`src/rtl/ddr_line_fetch_pkg.sv`:
```
// rtl/ddr_line_fetch_pkg.sv - shared constants, FSM state encoding and address helper for ddr_line_fetch
package ddr_line_fetch_pkg;

    localparam int DEF_LINE_WORDS = 256;
    localparam int DEF_LINES      = 224;

    typedef enum logic [1:0] {
        ST_IDLE  = 2'd0,
        ST_REQ   = 2'd1,
        ST_WAIT  = 2'd2,
        ST_DRAIN = 2'd3
    } state_e;

    // Word index to byte address; the sum wraps modulo 2^28 and the base's byte offset is dropped.
    function automatic logic [27:0] word_addr(input logic [27:0] base, input logic [25:0] idx);
        return {base[27:2], 2'b00} + {idx, 2'b00};
    endfunction

endpackage

```
`src/rtl/ddr_line_fetch.sv`:
```
// rtl/ddr_line_fetch.sv - fetches image lines from DDR into a two-bank line buffer ahead of the display
module ddr_line_fetch
    import ddr_line_fetch_pkg::*;
#(
    parameter int LINE_WORDS = DEF_LINE_WORDS,
    parameter int LINES      = DEF_LINES
) (
    input  logic        clk_sys,
    input  logic        reset_n,
    input  logic        enable,
    input  logic [27:0] img_base,
    input  logic        vs,
    input  logic        line_done,
    output logic        ddr_req,
    output logic [27:0] ddr_addr,
    input  logic        ddr_ready,
    input  logic [31:0] ddr_dout,
    output logic        buf_we,
    output logic [8:0]  buf_waddr,
    output logic [31:0] buf_wdata,
    output logic        rd_bank,
    output logic        busy,
    output logic        underrun
);

    localparam int WW = (LINE_WORDS > 1) ? $clog2(LINE_WORDS) : 1;
    localparam int LW = (LINES > 1) ? $clog2(LINES) : 1;
    localparam logic [WW-1:0] LAST_WORD = WW'(LINE_WORDS - 1);
    localparam logic [LW-1:0] LAST_LINE = LW'(LINES - 1);

    state_e        state_q, state_d;
    logic [LW-1:0] line_q, line_d, disp_q, disp_d;
    logic [WW-1:0] word_q, word_d;
    logic          wr_bank_q, wr_bank_d, rd_bank_q, rd_bank_d;
    logic          pending_q, pending_d, underrun_q, underrun_d;
    logic          old_vs_q, old_vs_d, drain_rst_q, drain_rst_d;
    logic [27:0]   addr_q, addr_d;
    logic          buf_we_q, buf_we_d;
    logic [8:0]    buf_waddr_q, buf_waddr_d;
    logic [31:0]   buf_wdata_q, buf_wdata_d;
    logic          vs_rise, do_restart, do_launch;
    logic [31:0]   nxt_line;

    assign vs_rise = vs & ~old_vs_q;

    always_comb begin
        state_d     = state_q;
        line_d      = line_q;
        disp_d      = disp_q;
        word_d      = word_q;
        wr_bank_d   = wr_bank_q;
        rd_bank_d   = rd_bank_q;
        pending_d   = pending_q;
        underrun_d  = underrun_q;
        drain_rst_d = drain_rst_q;
        addr_d      = addr_q;
        old_vs_d    = vs;
        buf_we_d    = 1'b0;
        buf_waddr_d = buf_waddr_q;
        buf_wdata_d = buf_wdata_q;
        do_restart  = 1'b0;
        do_launch   = 1'b0;
        nxt_line    = '0;

        // A released bank is only re-filled once; extra line_done pulses while one is queued just flag underrun.
        if (enable && line_done) begin
            if (!pending_q && disp_q != LAST_LINE) begin
                rd_bank_d = ~rd_bank_q;
                disp_d    = disp_q + LW'(1);
                pending_d = 1'b1;
            end
            if (state_q != ST_IDLE) underrun_d = 1'b1;
        end

        case (state_q)
            ST_IDLE: begin
                if (!enable)                 pending_d  = 1'b0;
                else if (vs_rise)            do_restart = 1'b1;
                else if (pending_d)          do_launch  = 1'b1;
            end
            ST_REQ: begin
                if (!enable)                 state_d    = ST_IDLE;
                else if (vs_rise)            do_restart = 1'b1;
                else                         state_d    = ST_WAIT;
            end
            ST_WAIT: begin
                if (!enable || vs_rise) begin
                    drain_rst_d = enable & vs_rise;
                    if (!ddr_ready)          state_d    = ST_DRAIN;
                    else if (drain_rst_d)    do_restart = 1'b1;
                    else                     state_d    = ST_IDLE;
                end else if (ddr_ready) begin
                    buf_we_d    = 1'b1;
                    buf_waddr_d = {wr_bank_q, 8'(word_q)};
                    buf_wdata_d = ddr_dout;
                    if (word_q != LAST_WORD) begin
                        word_d  = word_q + WW'(1);
                        state_d = ST_REQ;
                    end else if (line_q == '0 && LINES > 1) begin
                        line_d    = LW'(1);
                        wr_bank_d = 1'b1;
                        word_d    = '0;
                        state_d   = ST_REQ;
                    end else if (pending_d) begin
                        do_launch = 1'b1;
                    end else begin
                        state_d = ST_IDLE;
                    end
                end
            end
            default: begin
                if (enable && vs_rise) drain_rst_d = 1'b1;
                if (!enable)           drain_rst_d = 1'b0;
                if (ddr_ready) begin
                    if (drain_rst_d)   do_restart = 1'b1;
                    else               state_d    = ST_IDLE;
                end
            end
        endcase

        // The line after the one now displayed goes into the bank the display just released.
        if (do_launch) begin
            pending_d = 1'b0;
            nxt_line  = 32'(disp_d) + 32'd1;
            if (nxt_line < 32'(LINES)) begin
                line_d    = nxt_line[LW-1:0];
                wr_bank_d = ~rd_bank_d;
                word_d    = '0;
                state_d   = ST_REQ;
            end else begin
                state_d = ST_IDLE;
            end
        end

        if (do_restart) begin
            line_d      = '0;
            disp_d      = '0;
            word_d      = '0;
            wr_bank_d   = 1'b0;
            rd_bank_d   = 1'b0;
            pending_d   = 1'b0;
            drain_rst_d = 1'b0;
            state_d     = ST_REQ;
        end

        if (state_d == ST_REQ)
            addr_d = word_addr(img_base, 26'(line_d) * 26'(LINE_WORDS) + 26'(word_d));
    end

    always_ff @(posedge clk_sys or negedge reset_n) begin
        if (!reset_n) begin
            state_q     <= ST_IDLE;
            line_q      <= '0;
            disp_q      <= '0;
            word_q      <= '0;
            wr_bank_q   <= 1'b0;
            rd_bank_q   <= 1'b0;
            pending_q   <= 1'b0;
            underrun_q  <= 1'b0;
            drain_rst_q <= 1'b0;
            old_vs_q    <= 1'b0;
            addr_q      <= '0;
            buf_we_q    <= 1'b0;
            buf_waddr_q <= '0;
            buf_wdata_q <= '0;
        end else begin
            state_q     <= state_d;
            line_q      <= line_d;
            disp_q      <= disp_d;
            word_q      <= word_d;
            wr_bank_q   <= wr_bank_d;
            rd_bank_q   <= rd_bank_d;
            pending_q   <= pending_d;
            underrun_q  <= underrun_d;
            drain_rst_q <= drain_rst_d;
            old_vs_q    <= old_vs_d;
            addr_q      <= addr_d;
            buf_we_q    <= buf_we_d;
            buf_waddr_q <= buf_waddr_d;
            buf_wdata_q <= buf_wdata_d;
        end
    end

    // A request is withdrawn in the cycle it would be overtaken by disable or a new frame.
    assign ddr_req   = (state_q == ST_REQ) && enable && !vs_rise;
    assign ddr_addr  = addr_q;
    assign buf_we    = buf_we_q;
    assign buf_waddr = buf_waddr_q;
    assign buf_wdata = buf_wdata_q;
    assign rd_bank   = rd_bank_q;
    assign busy      = (state_q != ST_IDLE);
    assign underrun  = underrun_q;

endmodule

```
`config.mk`:
```
export PLATFORM = sky130hd
export DESIGN_NAME = ddr_line_fetch
export DESIGN_NICKNAME = d
export VERILOG_FILES = /design/src/rtl/ddr_line_fetch_pkg.sv /design/src/rtl/ddr_line_fetch.sv
export SDC_FILE = /design/constraint.sdc
export NUM_CORES = 1
export LEC_CHECK = 0
export BUFFER_PORTS_ARGS = -buffer_cell sky130_fd_sc_hd__buf_2
export CORE_AREA = 4 4 112 114
export CTS_CLUSTER_DIAMETER = 30
export DETAILED_ROUTE_END_ITERATION = 8
export DIE_AREA = 0 0 116 118
export PLACE_DENSITY = 0.88
export SLEW_MARGIN = 30
export SYNTH_ARGS = -nofsm -noshare
export SYNTH_HDL_FRONTEND = slang
export SYNTH_SLANG_ARGS = --single-unit
```
`constraint.sdc`:
```
create_clock -name clk_sys -period 4.9 [get_ports clk_sys]
set_clock_uncertainty 0.2 [all_clocks]
set_input_delay 0.98 -clock clk_sys [delete_from_list [all_inputs] [get_ports clk_sys]]
set_output_delay 0.98 -clock clk_sys [all_outputs]
set_load 0.02 [all_outputs]
```
==> flow_metrics.py, run 1 <==
metrics = {
    "worst_setup_path": {
        "r2r_setup_slack_ns": 0.1,
        "endpoint_kind": "register",
        "cpMaxStageDelayCell": "dfrtp_1",
        "path_cells": "ha_1, buf_4, xor2_1, nor4bb_4, mux2i_2, buf_4, o21bai_4, a211oi_4, nor2_4, a2111oi_4, ha_2, fa_2, a21oi_4, o22ai_2, o41a_1, buf_4, nand2_1, o21ai_0, xor2_1, mux2_4",
        "worstPathArrival_ns": 4.84,
        "reg2reg_depth": 20,
        "max_stage_delay_ns": 0.43,
        "reg2reg_from": "disp_q[1]",
        "r2r_end": "ddr_addr[14]",
        "path_buf_inv": 3,
        "critPathMaxFanout": 7,
        "cp_common_cell": "buf_4",
        "cp-start-kind": "register",
        "cp.required_ns": 4.93,
        "crit_family": "compound AO/OA/AOI/OAI gates",
        "critical_path_class": "register to register",
    },
    "cells_and_area": {
        "areaGrowthSynthToFinish_pct": 32.6,
        "antenna_cells": 0,
        "fillers": 882,
        "nets": 845,
        "drive_gt1_share_pct": 37.7,
        "final_cells": 907,
    },
    "route": {
        "drt-wirelength-per-cell_um": 16.6,
        "drt-pass1-iter-count": 5,
        "drt-initial-drc-count": 423,
        "ant_nets": 0,
        "routed_via_density": 5.56,
        "post-route-drc-count": 0,
        "routed-via-count": 5042,
        "postRouteWirelength_um": 15100,
    },
    "yosys": {
        "async_flop_share_pct": 100,
        "syn_inst": 572,
        "ys_types": 63,
        "synth-edff-count": 0,
        "syn_avg_cell_area_um2": 9.67,
        "yosysWarnings": 0,
        "synthFlopType": "dfrtp_1",
        "yosysSeqAreaShare_pct": 45.2,
        "synth_area_um2": 5530,
        "ys_seq_elements": 100,
    },
    "sta": {
        "fin_crit_ns": 4.80,
        "period_share_pct": 98.1,
        "rsz0062_at_grt": "true",
        "slew_headroom_pct": 51.5,
        "max_freq_mhz": 208,
        "worstMarginPinSlew_ns": 0.722,
        "final_hold_viol_count": 0,
        "drv_slew": 0,
        "whs_ns": 0.267,
        "setup_violations": 0,
    },
    "floorplanning": {
        "row_count": 39,
        "die_area_um2": 13700,
        "ios": 140,
        "core_um2": 11400,
        "dieHeight_um": 118,
        "fp.dieW_um": 116,
        "start_util_pct": 48.4,
    },
    "clocking": {
        "cts_max_path_buffers": 2,
        "cts.sinks": 100,
        "path_clk_slew_ns": 0.07,
        "cts_tree": "built",
        "post_cts_buffers": 0,
        "htree_levels": 3,
        "clockRootBuffer": "clkbuf_16",
        "cts-buffers-inserted": 9,
        "clk_latency_ns": 0.35,
        "cts-hold-fix-buffers": 0,
    },
    "place": {
        "dp_cells": 891,
        "gp_congestion": 0.874,
        "hpwl_um": 10500,
        "numPortBuffers": 135,
    },
    "grt": {
        "antenna_found_initial": 0,
        "grt_overflow": 0,
        "grt_max_degree": 79,
        "grt_use_total_pct": 20.5,
        "grt_pass1_wl_um": 23000,
        "grt_pass1_vias": 4809,
    },
    "hold_path": {
        "hold_depth": 1,
        "hold_end": "underrun",
        "holdCritPathClass": "register to register",
        "worstHoldStart": "underrun",
    },
    "job": {
        "drv_cap": 0,
    },
    "pwr": {
        "leakagePower_nw": 3.65,
        "power_density_nw_per_um2": 534,
        "ir_drop_v": 0.000362,
    },
    "status": {
        "outcome": "complete, no violations",
    },
}
==> state kept, by name (all words and copies together) (netlist names) <==
name,cells
buf_waddr,9
buf_wdata,32
buf_we,1
ddr_addr,26
disp_q,8
drain_rst_q,1
line_q,8
old_vs_q,1
pending_q,1
rd_bank,1
state_q,2
underrun,1
word_q,8
wr_bank_q,1
==> through the flow <==
stage / worst slack (ns) / area (um2) / util, % / power (W) / TNS [ns]
final: 0.0954 / 7340 / 64.2 / 0.00392 / 0
after global routing: -0.103 / 7340 / 64.2 / 0.00415 / -0.623
after CTS: 0.0406 / 7170 / 62.8 / 0.00388 / 0
after detailed placement: -0.353 / 6830 / 59.8 / 0.00311 / -3.89
after global placement: -0.181 / 6830 / 59.8 / 0.00305 / -1.90
after floorplan: -0.00313 / 5640 / - / 0.00249 / -0.00313
==> layer usage <==
metal  vias to the layer above  GRT usage (%)  routed length (um)
li1                       2366              -                   -
met1                      2420           26.4                6030
met2                       222           34.0                7570
met3                        34           4.47                1130
met4                         0           6.60                 356
met5                         -              0                   0
==> placed cells by master, fill, tap and decap left out, types with 3 or more instances in the layout <==
cell and count:
nand2_1 145, buf_2 134, dfrtp_1 100, buf_4 62
xnor2_1 27, nor2_1 25, mux2_4 22, nand3_1 22
o21ai_0 16, ha_1 15, inv_1 12, a21oi_1 12
and3_1 11, nor3_1 10, xor2_1 9, clkbuf_16 9
a31oi_1 6, nor2b_1 6, mux2_2 6, a21o_1 5
and2_1 5, nand4_1 5, nand2b_1 4, nor4_1 4
o21ai_1 4, o2111ai_2 4, or2_2 3, and4_1 3
a2111oi_4 3, nor4_4 3, o211ai_1 3
==> worst max path at each step <==
stage / cells past startpoint / to / start / slack [ns]
2_1_floorplan: 19 / ddr_addr[24] / line_done / -0.003
3_3_place_gp: 21 / ddr_addr[20] / line_done / -0.18
5_1_grt: 20 / ddr_addr[14] / disp_q[1] / -0.10
6_report: 20 / ddr_addr[14] / disp_q[1] / 0.1
4_1_cts: 19 / ddr_addr[20] / enable / 0.04
3_5_place_dp: 19 / ddr_addr[20] / enable / -0.35
==> power by group <==
part	internal [W]	switching (W)	leakage [nW]
registers	0.00113	0.000188	1.28
logic	0.000807	0.00104	2.22
clock network	0.000410	0.000342	0.155
total	0.00235	0.00157	3.65
==> cells by family after synthesis <==
logic type	after synthesis	share of synthesized area, %
flip-flops	100	45.2
AO/OA/AOI/OAI	85	11.5
XOR/XNOR	38	6.02
multiplexers	32	7.92
other	1	0.0678
buffers and inverters	37	3.23
AND/OR/NAND/NOR	259	21.3
adder cells (fa/ha/maj)	20	4.66
==> synth_stat cells (5+ instances only) <==
| master | instances | area share, % |
|---|---|---|
| o2111ai_1 | 6 | 0.95 |
| and3_1 | 11 | 1.2 |
| nor4_1 | 7 | 0.79 |
| o21ai_0 | 17 | 1.5 |
| o21ai_1 | 5 | 0.45 |
| nand3_1 | 22 | 2.0 |
| xnor2_1 | 28 | 4.4 |
| a21o_1 | 5 | 0.68 |
| nand2_1 | 145 | 9.8 |
| nand4_1 | 5 | 0.57 |
| a31oi_1 | 6 | 0.68 |
| mux2_4 | 21 | 5.7 |
| ha_1 | 19 | 4.3 |
| mux2_2 | 7 | 1.4 |
| a21oi_1 | 15 | 1.4 |
| clkbuf_1 | 12 | 0.81 |
| nor2b_1 | 6 | 0.68 |
| xor2_1 | 10 | 1.6 |
| and2_1 | 5 | 0.57 |
| nor2_1 | 26 | 1.8 |
| dfrtp_1 | 100 | 45 |
| inv_1 | 14 | 0.95 |
| nor3_1 | 12 | 1.1 |
==> what timing repair did <==
action	in CTS	in global routing
resized for setup	3	29
setup endpoints to repair	5	17
pin swaps	1	9
==> area by class of cell <==
class	count	area, um2	share of cell area, %
multi-input combinational	436	3130	42.6
inverter	14	52.6	0.716
tap	143	179	2.44
sequential	100	2500	34.1
timing repair buffer	198	1160	15.8
clock inverter	7	92.6	1.26
clock buffer	9	225	3.07
Note: power is estimated with default switching activity, not from simulation.
==> inputs of run 2 (changes only) <==
ABC_AREA = 1   (was default)
ABC_CLOCK_PERIOD_IN_PS = 4900   (was default)
CORE_AREA = 4 4 113 115   (was 4 4 112 114)
DIE_AREA = 0 0 117 119   (was 0 0 116 118)
==> flow_metrics.py, run 2 <==
metrics = {
    "sta": {
        "final_hold_viol_count": 0,
        "rsz0062_at_grt": "false",
        "worstMarginPinSlew_ns": 0.692,
        "fin_crit_ns": 4.55,
        "setup_violations": 0,
        "whs_ns": 0.274,
        "drv_slew": 0,
        "max_freq_mhz": 220,
        "slew_headroom_pct": 53.9,
        "tns_ns": 0,
        "period_share_pct": 92.9,
    },
    "clocking": {
        "cts.sinks": 100,
        "clockRootBuffer": "clkbuf_16",
        "clk_latency_ns": 0.35,
        "cts-hold-fix-buffers": 0,
        "path_clk_slew_ns": 0.08,
        "htree_levels": 3,
        "cts-buffers-inserted": 9,
        "cts_max_path_buffers": 2,
        "cts_tree": "built",
    },
    "pwr": {
        "total_power_w": 0.00407,
        "power_density_nw_per_um2": 583,
        "seq_power_share_pct": 32.5,
        "power.clock.fraction_pct": 18.7,
        "leakagePower_nw": 3.78,
        "p_comb_share_pct": 48.8,
        "ir_drop_v": 0.000328,
        "switching_power_w": 0.00183,
        "switching_share_pct": 44.9,
        "intPower_w": 0.00224,
    },
    "route": {
        "postRouteWirelength_um": 14200,
        "ant_nets": 0,
        "drt-pass1-iter-count": 5,
        "drt-wirelength-per-cell_um": 13.7,
        "post-route-drc-count": 0,
        "drt-initial-drc-count": 347,
        "routed_via_density": 5.10,
        "routed-via-count": 5287,
    },
    "place": {
        "hpwl_um": 10500,
        "numPortBuffers": 135,
        "dp_cells": 1021,
        "gp_congestion": 0.934,
    },
    "cells_and_area": {
        "areaGrowthSynthToFinish_pct": 23.4,
        "regArea_um2": 2500,
        "multi_input_comb_area_um2": 2860,
        "fillers": 1018,
        "final_common_cell": "nand2_1",
        "drive_gt1_share_pct": 23.8,
        "largest_reg_flops": 32,
        "nets": 971,
        "final_cells": 1037,
        "antenna_cells": 0,
        "final_cell_mix": "nand2_1 (255), buf_2 (134), dfrtp_1 (99)",
        "fin_util_pct": 59.0,
    },
    "yosys": {
        "netlist.area_leader.share_pct": 44.3,
        "ys_seq_elements": 100,
        "yosysWarnings": 0,
        "synth_top_area_cell": "dfrtp_1",
        "yosysSeqAreaShare_pct": 44.3,
        "yosysMostFrequentCell": "nand2_1",
        "ys_types": 47,
        "synth-edff-count": 0,
        "async_flop_share_pct": 100,
        "syn_inst": 728,
        "ys_top_cells_by_count": "nand2_1 (255), dfrtp_1 (100), nor2_1 (68)",
        "syn_avg_cell_area_um2": 7.76,
        "synth_area_um2": 5650,
        "yosys-top-cells-area": "dfrtp_1 (44%), nand2_1 (17%), nand3_1 (4.7%)",
        "synthFlopType": "dfrtp_1",
    },
    "floorplanning": {
        "fp.dieW_um": 117,
        "start_util_pct": 47.8,
        "core_um2": 11800,
        "dieHeight_um": 119,
        "die_area_um2": 13900,
        "row_count": 40,
        "ios": 140,
    },
    "grt": {
        "grt_use_total_pct": 20.5,
        "grt_pass1_wl_um": 23000,
        "grt_overflow": 0,
        "grt_max_degree": 75,
        "antenna_found_initial": 0,
        "grt_pass1_vias": 4991,
    },
    "job": {
        "drv_cap": 0,
    },
    "hold_path": {
        "holdCritPathClass": "register to register",
        "worstHoldStart": "ddr_addr[18]",
    },
    "worst_setup_path": {
        "max_stage_delay_ns": 0.44,
        "critPathMaxFanout": 8,
        "endpoint_kind": "register",
        "cpMaxStageDelayCell": "dfrtp_2",
        "cp-start-kind": "register",
        "cp.required_ns": 4.99,
        "worstPathArrival_ns": 4.64,
        "crit_family": "compound AO/OA/AOI/OAI gates",
        "critical_path_class": "register to register",
        "reg2reg_from": "disp_q[0]",
        "startpoint": "disp_q[0]",
        "path_buf_inv": 3,
    },
    "status": {
        "outcome": "complete, no violations",
    },
}
run 2: cell types whose count changed after synthesis, sizes merged, moves of 7 or more:
cell	delta
xor2	+8
nor2	+49
mux2	-28
xnor2	-16
inv	+37
and3	-11
nand3	+33
nand4	+7
nand2	+122
o21ai	+11
a21oi	+20
run 2: timing repair:
| action | 4_1_cts | 5_1_grt |
|---|---|---|
| endpoints found under the setup margin | 0 | 15 |
| setup buffers | 0 | 0 |
| resized for setup | 0 | 7 |
run 2: path summary, 6_finish.rpt:
kind                                  to  slack (ns)  cells after the start
max                         ddr_addr[15]        0.35                     25
min                         ddr_addr[18]        0.27                      2
max reg2reg                 ddr_addr[15]        0.35                     25
min reg2reg                 ddr_addr[18]        0.27                      2
max in group asynchronous  buf_wdata[28]        3.22                      2
min in group asynchronous  buf_wdata[29]        0.43                      1
run 2: final cells by class:
class / count / area share [%]
sequential: 100 / 35.9
clock buffer: 9 / 3.23
clock inverter: 7 / 1.36
tap: 147 / 2.64
timing repair buffer: 164 / 12.9
inverter: 53 / 2.85
multi-input combinational: 557 / 41.1
run 2: per-layer routing:
layer | up-vias | track usage, % | part of all wire [%]
li1 | 2669 | - | -
met1 | 2398 | 27.0 | 44
met2 | 190 | 33.1 | 46
met3 | 30 | 3.81 | 6.4
met4 | 0 | 8.17 | 2.8
met5 | - | 0 | 0
run 2: through the flow:
| step | instance area (um2) | setup slack, ns |
|---|---|---|
| after floorplan | 5650 | 0.225 |
| after global placement | 6630 | 0.0743 |
| after detailed placement | 6630 | -0.00334 |
| after CTS | 6950 | 0.228 |
| after global routing | 6970 | 0.0130 |
| final | 6970 | 0.348 |
run 2: logic make-up after synthesis:
kind of cell	Yosys count	share of synthesized area [%]
other	1	0.0664
DFF	100	44.3
adders and majority gates	20	4.56
xor gates and xnor gates	30	4.79
and+or+nand+nor	419	32.0
AOI/OAI and AO/OA	86	8.93
buffers and inverters	72	5.34
run 2: worst min-delay path: cells and delay by family, from the launching register on:
family           cells  cell delay [ns]
DFF                  1             0.35
and+or+nand+nor      2             0.09
run 2: power by group through the flow:
stage	combinational, W	sequential [W]	clock [W]
final	0.00198	0.00132	0.000760
after global routing	0.00221	0.00136	0.000811
after CTS	0.00198	0.00132	0.000770
after detailed placement	0.00196	0.00133	0
after global placement	0.00193	0.00132	0
after floorplan	0.00106	0.00162	0
==> inputs of run 3 (changes only) <==
ABC_CLOCK_PERIOD_IN_PS = 4100   (was 4900)
PLACE_DENSITY = 0.76   (was 0.88)
RECOVER_POWER = 25   (was default)
clock period = 4.1 ns   (was 4.9 ns; I/O delays follow)
==> flow_metrics.py, run 3 (synthesis gave the netlist of run 2 again) <==
metrics = {
    "status": {
        "outcome": "finished with violations",
        "violations": "max-capacitance violations, max-slew violations, negative setup slack",
    },
    "floorplanning": {
        "fp.dieW_um": 117,
        "die_area_um2": 13900,
        "dieHeight_um": 119,
        "core_um2": 11800,
        "ios": 140,
        "row_count": 40,
        "start_util_pct": 47.8,
    },
    "cells_and_area": {
        "antenna_cells": 0,
        "fin_util_pct": 71.4,
        "final_common_cell": "nand2_1",
        "areaGrowthSynthToFinish_pct": 49.2,
        "nets": 1060,
        "final_cell_mix": "nand2_1 (234), buf_2 (133), buf_4 (109)",
        "fin_area_um2": 8430,
        "fillers": 849,
        "largest_reg_flops": 32,
        "drive_gt1_share_pct": 41.5,
    },
    "grt": {
        "grt_pass1_vias": 5513,
        "gr-usage-met3_pct": 3.96,
        "met1_usage_pct": 29.1,
        "grt_max_degree": 72,
        "grt_overflow": 0,
        "antenna_found_initial": 0,
        "use_met2_pct": 36.0,
        "grt_use_total_pct": 22.1,
        "grt_pass1_wl_um": 25100,
        "top_usage_layer": "met2",
    },
    "worst_setup_path": {
        "cp-start-kind": "register",
        "cpMaxStageDelayCell": "dfrtp_1",
        "path_buf_inv": 3,
        "cp.required_ns": 4.19,
        "endpoint_kind": "register",
        "critPathMaxFanout": 5,
        "cp_common_cell": "nand2_2",
        "critical_path_class": "register to register",
        "max_stage_delay_ns": 0.40,
        "worstPathArrival_ns": 4.42,
        "crit_family": "simple AND/OR/NAND/NOR gates",
    },
    "hold_path": {
        "holdCritPathClass": "register to register",
    },
    "route": {
        "routed_via_density": 5.27,
        "postRouteWirelength_um": 18400,
        "routed-via-count": 5939,
        "drt-pass1-iter-count": 5,
        "ant_nets": 0,
        "drt-wirelength-per-cell_um": 16.3,
        "post-route-drc-count": 0,
        "drt-initial-drc-count": 426,
    },
    "sta": {
        "fin_crit_ns": 4.33,
        "slew_headroom_pct": -19.4,
        "setup_violations": 12,
        "worstMarginPinSlew_ns": 1.79,
        "rsz0062_at_grt": "true",
        "drv_slew": 72,
        "fin_ws_ns": -0.231,
        "period_share_pct": 106,
        "max_freq_mhz": 231,
        "final_hold_viol_count": 0,
    },
    "clocking": {
        "cts.sinks": 100,
        "cts-buffers-inserted": 9,
        "clk_latency_ns": 0.35,
        "htree_levels": 3,
        "path_clk_slew_ns": 0.07,
        "cts_max_path_buffers": 2,
        "cts_tree": "built",
        "cts-hold-fix-buffers": 0,
        "clockRootBuffer": "clkbuf_16",
    },
    "place": {
        "numPortBuffers": 135,
        "placed_area_um2": 7250,
        "preCtsSetupSlack_ns": -0.473,
        "hpwl_um": 11000,
        "gp_congestion": 0.906,
    },
    "pwr": {
        "ir_drop_v": 0.000583,
        "power_density_nw_per_um2": 697,
        "leakagePower_nw": 4.32,
    },
    "job": {
        "drv_cap": 1,
    },
}
## run 3: cell types whose count changed in the layout (fill, tap and decap cells not counted), moves of 10 or more
cell     previous run  this run
ha_1               19         1
nand2_2             8        22
o21ai_0            30        20
nor2_2              2        12
nor2_1             68        43
buf_4              29       109
a21oi_2             0        10
ha_4                0        17
nor2_4              4        19
a21oi_1            34        15
nand2_1           255       234
## run 3: layout make-up
cell class	instances	area (um2)	share of cell area, %
clock buffers	13	250	2.97
clock inverters	3	21.3	0.252
inverters	53	199	2.36
multi-input cells	558	3680	43.6
flip-flops and latches	100	2500	29.7
well taps	147	184	2.18
repair buffers	252	1590	18.9
## run 3: stage by stage
step	power (W)	hold WS, ns	cells	TNS [ns]
finish	0.00587	0.266	1126	-1.04
global route	0.00622	0.293	1126	-4.44
CTS	0.00529	0.271	1111	-0.0956
detailed placement	0.00430	0.254	1084	-6.69
global placement	0.00424	0.249	1084	-5.65
floorplan	0.00327	0.280	729	-0.358
## run 3: final timing paths
check	endpoint	startpoint	depth (start not counted)	slack (ns)
worst max-delay path	ddr_addr[26]	disp_q[0]	30	-0.23
worst min-delay path	ddr_addr[2]	ddr_addr[2]	2	0.27
worst max register to register	ddr_addr[26]	disp_q[0]	30	-0.23
worst min register to register	ddr_addr[2]	ddr_addr[2]	2	0.27
max in group asynchronous	word_q[2]	reset_n	2	1.88
min in group asynchronous	buf_wdata[17]	reset_n	1	0.75
## run 3: worst reg2reg max path: cells and delay by family (launching register included)
family                   cells  cell delay [ns]
AO/OA/AOI/OAI                3             0.51
XOR/XNOR                     2             0.38
adder cells (fa/ha/maj)      3             0.57
buffers and inverters        3             0.40
flip-flops                   1             0.40
AND/OR/NAND/NOR             19             1.80
## run 3: per-layer routing
metal  share of wire (%)  vias up
met5                   0        -
met4                 3.5        0
met3                 7.3       59
met2                  48      288
met1                  41     2752
li1                    -     2840
## run 3: repair_timing
item	in CTS	in global routing
pin swaps	40	76
endpoints found under the setup margin	16	20
resized for setup	42	114
gates cloned	1	0
buffers inserted	10	15
hold endpoints to repair	0	0
## run 3: power by group
| group | internal (W) | switching [W] | leakage [nW] |
|---|---|---|---|
| logic | 0.00140 | 0.00208 | 2.91 |
| registers | 0.00137 | 0.000215 | 1.28 |
| clock network | 0.000431 | 0.000372 | 0.130 |
| total | 0.00320 | 0.00267 | 4.32 |
